### src/rtl/mem_stage.sv
// MEM-stage data-memory access unit and MEM/WB pipeline register.
// Drives a ready-handshaked word bus, stalls upstream while an access is pending, flags misalignment and timeout.
module mem_stage #(
    parameter int unsigned MAX_WAIT = 15
) (
    input  logic        clk,
    input  logic        rst,
    input  logic [1:0]  WBin,
    input  logic [2:0]  Min,
    input  logic [31:0] ALUin,
    input  logic [31:0] WDin,
    input  logic [4:0]  Rdin,
    output logic [31:0] mem_addr,
    output logic [31:0] mem_wdata,
    output logic        mem_req,
    output logic        mem_we,
    input  logic [31:0] mem_rdata,
    input  logic        mem_ready,
    output logic        stall,
    output logic [1:0]  WBout,
    output logic [31:0] RDout,
    output logic [31:0] ALUout,
    output logic [4:0]  Rdout,
    output logic        misalign,
    output logic        timeout
);

    typedef enum logic [1:0] {IDLE, WAIT, ERR} state_t;

    state_t     state, state_nxt;
    logic [7:0] wait_cnt, wait_cnt_nxt;
    logic       access, aligned, go, complete, rd_done, bad;

    assign access    = Min[1] | Min[0];
    assign aligned   = (ALUin[1:0] == 2'b00);
    assign go        = access & aligned;
    assign mem_addr  = ALUin;
    assign mem_wdata = WDin;
    // A read+write combination is issued as a plain write.
    assign mem_we    = Min[0];
    assign timeout   = (state == ERR);
    assign complete  = mem_req & mem_ready;
    assign rd_done   = complete & ~Min[0];
    assign bad       = access & ~aligned & (state == IDLE);

    always_comb begin
        // NOTE: every output of this block gets a default first so no path infers a latch.
        state_nxt    = state;
        wait_cnt_nxt = wait_cnt;
        mem_req      = 1'b0;
        stall        = 1'b0;
        case (state)
            IDLE: begin
                mem_req = go;
                stall   = go & ~mem_ready;
                if (go && !mem_ready) begin
                    state_nxt    = WAIT;
                    wait_cnt_nxt = 8'd1;
                end
            end
            WAIT: begin
                mem_req = 1'b1;
                stall   = ~mem_ready;
                if (mem_ready) begin
                    state_nxt    = IDLE;
                    wait_cnt_nxt = 8'd0;
                end else if (wait_cnt == 8'(MAX_WAIT)) begin
                    state_nxt = ERR;
                end else if (wait_cnt != 8'hFF) begin
                    wait_cnt_nxt = wait_cnt + 8'd1;
                end
            end
            ERR: begin
                stall = 1'b1;
            end
            default: state_nxt = IDLE;
        endcase
    end

    // NOTE: all state below uses non-blocking assignments so every register samples pre-edge values.
    always_ff @(posedge clk) begin
        if (rst) begin
            state    <= IDLE;
            wait_cnt <= 8'd0;
            WBout    <= 2'b00;
            RDout    <= 32'd0;
            ALUout   <= 32'd0;
            Rdout    <= 5'd0;
            misalign <= 1'b0;
        end else begin
            state    <= state_nxt;
            wait_cnt <= wait_cnt_nxt;
            if (bad)
                misalign <= 1'b1;
            if (stall) begin
                WBout  <= 2'b00;
                RDout  <= 32'd0;
                ALUout <= 32'd0;
                Rdout  <= 5'd0;
            end else begin
                // A misaligned access is squashed by dropping RegWrite.
                WBout  <= {WBin[1] & ~bad, WBin[0]};
                RDout  <= rd_done ? mem_rdata : 32'd0;
                ALUout <= ALUin;
                Rdout  <= Rdin;
            end
        end
    end

endmodule

### config.mk
export PLATFORM = sky130hd
export DESIGN_NAME = mem_stage
export DESIGN_NICKNAME = d
export VERILOG_FILES = /design/src/rtl/mem_stage.sv
export SDC_FILE = /design/constraint.sdc
export NUM_CORES = 1
export LEC_CHECK = 0
export CAP_MARGIN = 20
export CORE_ASPECT_RATIO = 1.2
export CORE_MARGIN = 2
export CORE_UTILIZATION = 36
export CTS_BUF_LIST = sky130_fd_sc_hd__clkbuf_8 sky130_fd_sc_hd__clkbuf_16
export DETAILED_ROUTE_END_ITERATION = 6
export GPL_ROUTABILITY_DRIVEN = 0
export HOLD_SLACK_MARGIN = 0.12
export PLACE_DENSITY = 0.87
export SLEW_MARGIN = 20
export SYNTH_ARGS = -nofsm -noshare
export SYNTH_HDL_FRONTEND = slang
export SYNTH_SLANG_ARGS = --single-unit
### constraint.sdc
create_clock -name clk -period 3 [get_ports clk]
set_input_delay 0.45 -clock clk [delete_from_list [all_inputs] [get_ports clk]]
set_output_delay 0.45 -clock clk [all_outputs]
set_load 0.02 [all_outputs]
# --- Yosys cells after proc, flatten, opt, wreduce, memory -nomap -nowiden ---
# Index checks and enable logic that the tools add are counted.
op_classes:
  bitwise_logic: 14
  eq_ne: 8
  muxes: 11
  addsub: 1
  reduce_logical: 9
op_table:
  columns: ["cell", "n"]
  rows:
  - ["two-way mux 8 bit", 4]
  - ["case mux 8 bit (2 select lines)", 1]
  - ["!= test 3 bit, second input constant", 3]
  - ["adder 8 x 1 -> 8 bit, second input constant", 1]
  - ["equality test 8 x 4 -> 1 bit, second input constant", 1]
  - ["!= test 8 bit, second input constant", 1]
  - ["bitwise AND 1 bit", 7]
  - ["two-way mux 2 bit", 3]
  - ["inverter 1 bit", 6]
  - ["case mux 2 bit (3 select lines)", 1]
  - ["logical NOT 2 bit", 2]
  - ["AND reduction 4 bit", 1]
  - ["case mux 1 bit (3 select lines)", 1]
  - ["AND reduction 3 bit", 1]
  - ["OR reduction 3 bit", 1]
  - ["equality test 2 x 1 -> 1 bit, second input constant", 1]
  - ["equality test 2 bit, second input constant", 1]
  - ["!= test 2 x 1 -> 1 bit, second input constant", 1]
  - ["case mux 1 bit (2 select lines)", 1]
  - ["nonzero test 2 bit", 1]
  - ["OR reduction 2 bit", 1]
  - ["logical AND 1 bit", 1]
  - ["logical NOT 1 bit", 1]
  - ["bitwise OR 1 bit", 1]
word_totals:
  out_inout_bits: 140
  regBits: 82
  input_bits: 109

# --- Depth between registers and ports, before layout ---
logic_depth:
  ltp_word: 7
  ltp_mapped: 6
  mapped_depth_nobuf: 5

# --- Worst setup path before layout ---
# No wires, ideal clock.
synth_path:
  path_type: "input -> output"
  startpoint: "in ALUin[1]"
  endpoint: "out stall"
  t_arrival_ps: 1261
  path_stages: 4
  required_ps: 2550
  path_slack_ps: 1289
  path_cell_list: "nor2_1 a21oi_2 or3_1 nand2_1"
synth_between:
  elab_chain_cells: 4
synth_lines:
  columns: ["element", "line", "rtl"]
  rows:
  - ["start, declared", "10", "input logic [31:0] ALUin,"]
  - ["logical NOT 2 bit", "35", "assign aligned = (ALUin[1:0] == 2'b00);"]
  - ["bitwise AND 1 bit", "36", "assign go = access & aligned;"]
  - ["bitwise AND 1 bit", "55", "stall = go & ~mem_ready;"]
  - ["case mux 1 bit (3 select lines)", "52", "case (state)"]
  - ["end, declared", "19", "output logic stall,"]
# Every way passes these cells.

# --- Worst setup path after layout ---
# Ends and elaborated chain as after synthesis.

==> results_tabular.tex <==
\begin{tabular}{lr}
\hline
Metric & Value \\
\hline
\multicolumn{2}{l}{\textbf{CTS}} \\
Clock input transition at the sequential cells of the worst setup and hold paths & approximately 0.08 ns \\
\# hold bufs at CTS & 0 \\
Buffer levels on the longest clock path & 2 \\
Postcts setup bufs & 0 \\
Clock latency on the worst-skew pair & 0.35 ns \\
Number of clock buffers inserted by TritonCTS & 9 \\
Post-CTS sizing & 0 \\
Clock root buffer & sky130\_fd\_sc\_hd\_\_clkbuf\_8 \\
TritonCTS sink count & just over 80 \\
Count of H-tree levels built during CTS & 3 \\
TritonCTS clock tree & built \\
\multicolumn{2}{l}{\textbf{Critical path}} \\
Largest driver fanout on the critical path & 4 \\
Worst setup EP type & primary output \\
Worst-case reg-to-reg path depth & 4 \\
Cell type with the highest occurrence count on the critical path & sky130\_fd\_sc\_hd\_\_clkdlybuf4s50\_1 \\
Largest delay share family, worst path & buffers and inverters \\
Worst Path Required & 2.55 ns \\
Buf+Inv Stages, Crit Path & 2 \\
Worst setup path category & in2out \\
Register-to-register setup slack & 1.23 ns \\
Cells along the critical path & clkdlybuf4s50\_1 -> nor2\_1 -> a21oi\_2 -> or3\_1 -> nand2\_1 -> clkdlybuf4s50\_1 \\
Highest-delay cell along the critical path & sky130\_fd\_sc\_hd\_\_clkdlybuf4s50\_1 \\
Crit start category & input port \\
Arrival time reported for the critical path endpoint & approximately 2.4 ns \\
Worst reg2reg path endpoint & wait\_cnt[4] \\
Stage delay of the slowest cell on the critical path & 0.60 ns \\
Reg-to-reg critical path startpoint & state[0] \\
\multicolumn{2}{l}{\textbf{Route}} \\
First-pass iteration count of the detailed router & 4 \\
Detailed-route DRC error count & 0 \\
1st-iter DRT viols & approximately 110 \\
Post-detailed-route count of antenna-violating nets & 0 \\
Highest routed layer & met4 \\
Average vias per placed instance & 4.47 \\
Vias & about 2500 \\
Final WL & around 8 mm \\
WL per Instance & approximately 15 microns \\
Met2 Routed Length & around 4.2 mm \\
Met3 wire length & between 800 and 900 microns \\
Routed length on met1 & around 2.8 mm \\
\multicolumn{2}{l}{\textbf{Logic synthesis}} \\
Summed instance area of the synthesized netlist & around 0.0032 sq mm \\
Top area cells in the synthesized netlist & sky130\_fd\_sc\_hd\_\_dfxtp\_1, sky130\_fd\_sc\_hd\_\_buf\_4, sky130\_fd\_sc\_hd\_\_and2\_1 \\
Gate count of the mapped netlist & $\sim$310 \\
Compound-cell area share of the yosys netlist & 0.0746 \\
Area share of fa/ha/maj cells after synthesis & 0.00397 \\
Yosys cell types & 42 \\
Mux share of post-synthesis cell area & 0.00317 \\
FF+latch count, synth & 82 \\
Combinational family with the most area after synthesis & simple AND/OR/NAND/NOR gates \\
Fraction of synthesized cell area taken by the top area cell type & 0.521 \\
Synth warnings & 0 \\
Leading register cell type out of synthesis & sky130\_fd\_sc\_hd\_\_dfxtp\_1 \\
Area share of xor/xnor cells in the synthesized design & 0 \\
Avg Cell Area, Syn & $\sim$10 sq um \\
Post-synthesis cell type with the largest combined area & sky130\_fd\_sc\_hd\_\_dfxtp\_1 \\
Synthesized netlist net count & 416 \\
Post-synthesis share of cell area spent on and, or, nand and nor gates & 0.219 \\
Sequential share of the synthesized area & 0.521 \\
Number of enable-type register cells in the synthesized netlist & 0 \\
Async S/R FF share, synth & 0 \\
\multicolumn{2}{l}{\textbf{STA}} \\
Final Max Tran Viols & 0 \\
Post-route clock period utilization & 0.937 \\
Slew at the pin with the worst max-slew slack & $\sim$0.56 ns \\
Worst slew margin relative to its limit & 0.626 \\
Timing-limited maximum frequency & $\sim$360 MHz \\
Final worst-path setup slack & between 0.15 and 0.2 ns \\
Accumulated negative setup slack & 0 ns \\
Final Hold Viols & 0 \\
Final worst clock skew & $\sim$0.0061 ns \\
Unrepaired setup endpoints after global routing & no \\
Setup violators final & 0 \\
Post-route minimum period & roughly 2.8 ns \\
\multicolumn{2}{l}{\textbf{Hold path}} \\
Hold Path Origin & misalign \\
Classification of the worst-slack hold path & reg2reg \\
Hold-critical path endpoint & misalign \\
Cells on Worst Hold Path & 2 \\
\multicolumn{2}{l}{\textbf{Layout}} \\
Number of fill cells & 703 \\
Net count, final & about 540 \\
Area of combinational cells with multiple inputs & approximately 960 sq um \\
Final antenna diode count & 0 \\
Area used by sequential logic in the layout & between 0.0015 and 0.002 sq mm \\
Layout overhead on the synthesized area & 53.0\% \\
Commonest cells after routing, fill and taps aside & sky130\_fd\_sc\_hd\_\_clkdlybuf4s50\_1, sky130\_fd\_sc\_hd\_\_dfxtp\_1, sky130\_fd\_sc\_hd\_\_and2\_1, sky130\_fd\_sc\_hd\_\_nand2\_1, sky130\_fd\_sc\_hd\_\_clkbuf\_8 \\
Fraction of final layout cells sized beyond drive strength 1 & 0.0671 \\
Commonest non-fill, non-tap cell in the layout & sky130\_fd\_sc\_hd\_\_clkdlybuf4s50\_1 \\
\multicolumn{2}{l}{\textbf{Floorplanning}} \\
CORE AREA & 0.00856 sq mm \\
Die Area & roughly 0.0095 sq mm \\
Top-Level Pins & approximately 250 \\
Std cell rows & 37 \\
Chip Height & 107 microns \\
Die Span X & 89.4 microns \\
Initial Utilization & 0.368 \\
\multicolumn{2}{l}{\textbf{Placement}} \\
Sum of net half-perimeters after detailed placement & around 6.3 mm \\
Count of port buffers added during placement & around 180 \\
Post-Place Setup Slack & 0.212 ns \\
\multicolumn{2}{l}{\textbf{Global route}} \\
Via count of the first global-routing pass & between 2000 and 2500 \\
Pin count of the biggest net entering global routing & 40 \\
Total Routing Usage GR & 0.166 \\
Global-route congestion overflow total & 0 \\
Antenna violations before repair & 0 \\
Wire length of the first global-routing pass & approximately 12 mm \\
\multicolumn{2}{l}{\textbf{Flow run}} \\
Count of maximum capacitance violations & 0 \\
\multicolumn{2}{l}{\textbf{Power}} \\
Post-route total power & between 2 and 2.5 mW \\
Power density relative to cell area & around 480 mW/mm\^{}2 \\
Worst VDD drop & $\sim$0.2 mV \\
Standby leakage power & around 1.9 nW \\
\multicolumn{2}{l}{\textbf{Run status}} \\
Result of the run & finished, final reports clean \\
\hline
\end{tabular}
[cells by family after synthesis]
kind of cell	after synthesis
muxes	1
AOI/OAI and AO/OA	26
buffers and inverters	82
DFF	82
adders and majority gates	1
and+or+nand+nor	114
[per-stage QoR]
step,instance area (sq um),util,hold slack (ns),instances
2_1_floorplan,3150,-,0.452,306
3_3_place_gp,4620,0.540,0.434,533
3_5_place_dp,4620,0.540,0.444,533
4_1_cts,4820,0.563,0.456,549
5_1_grt,4820,0.563,0.482,549
6_report,4820,0.563,0.457,549
[registers in the layout, indices dropped and copies added, names as in the netlist]
| register | cells |
|---|---|
| wait_cnt | 8 |
| RDout | 32 |
| ALUout | 32 |
| state | 2 |
| WBout | 2 |
| misalign | 1 |
| Rdout | 5 |
[how the worst max path moves through the flow]
stage                  start  endpoint  slack (ns)  depth (start not counted)
finish              ALUin[1]     stall        0.19                          6
global route        ALUin[1]     stall        0.13                          6
CTS                 ALUin[1]     stall        0.21                          6
detailed placement  ALUin[1]     stall        0.21                          6
global placement    ALUin[1]     stall        0.26                          6
floorplan           ALUin[1]     stall        1.29                          4
[power breakdown]
part / internal, mW / switching, mW / leakage, nW / total, mW
clock network: 0.409 / 0.403 / 0.103 / 0.812
logic: 0.216 / 0.160 / 1.10 / 0.375
registers: 1.13 / 0.0128 / 0.671 / 1.14
[routing by layer]
layer	vias to the layer above	track usage
met3	38	0.0450
met5	-	0
met4	0	0.106
li1	1161	-
met1	1108	0.163
met2	149	0.295
[final cells by class]
type | count | share of cell area
Timing Repair Buffer | 186 | 0.384
Sequential cell | 82 | 0.340
Inverter | 6 | 0.00467
Tap cell | 117 | 0.0304
Clock inverter | 6 | 0.0135
Clock buffer | 10 | 0.0285
Multi-Input combinational cell | 142 | 0.198
[synth_stat cells, drive strengths merged (2+ instances only)]
| master | count |
|---|---|
| nor3 | 3 |
| nor2 | 8 |
| clkbuf | 6 |
| nand2b | 2 |
| nand3 | 7 |
| a21o | 3 |
| and2 | 71 |
| or3 | 3 |
| a21oi | 3 |
| buf | 70 |
| a211oi | 5 |
| a31oi | 2 |
| o211ai | 2 |
| dfxtp | 82 |
| inv | 6 |
| o21ai | 2 |
| nand2 | 12 |
| o211a | 2 |
[tightest hold or removal path, delay by kind of cell, from the launching register on]
kind	cells	cell delay, ns
AOI/OAI and AO/OA	1	0.05
buffers and inverters	1	0.05
DFF	1	0.32
Power figures use the tool's default switching activity.
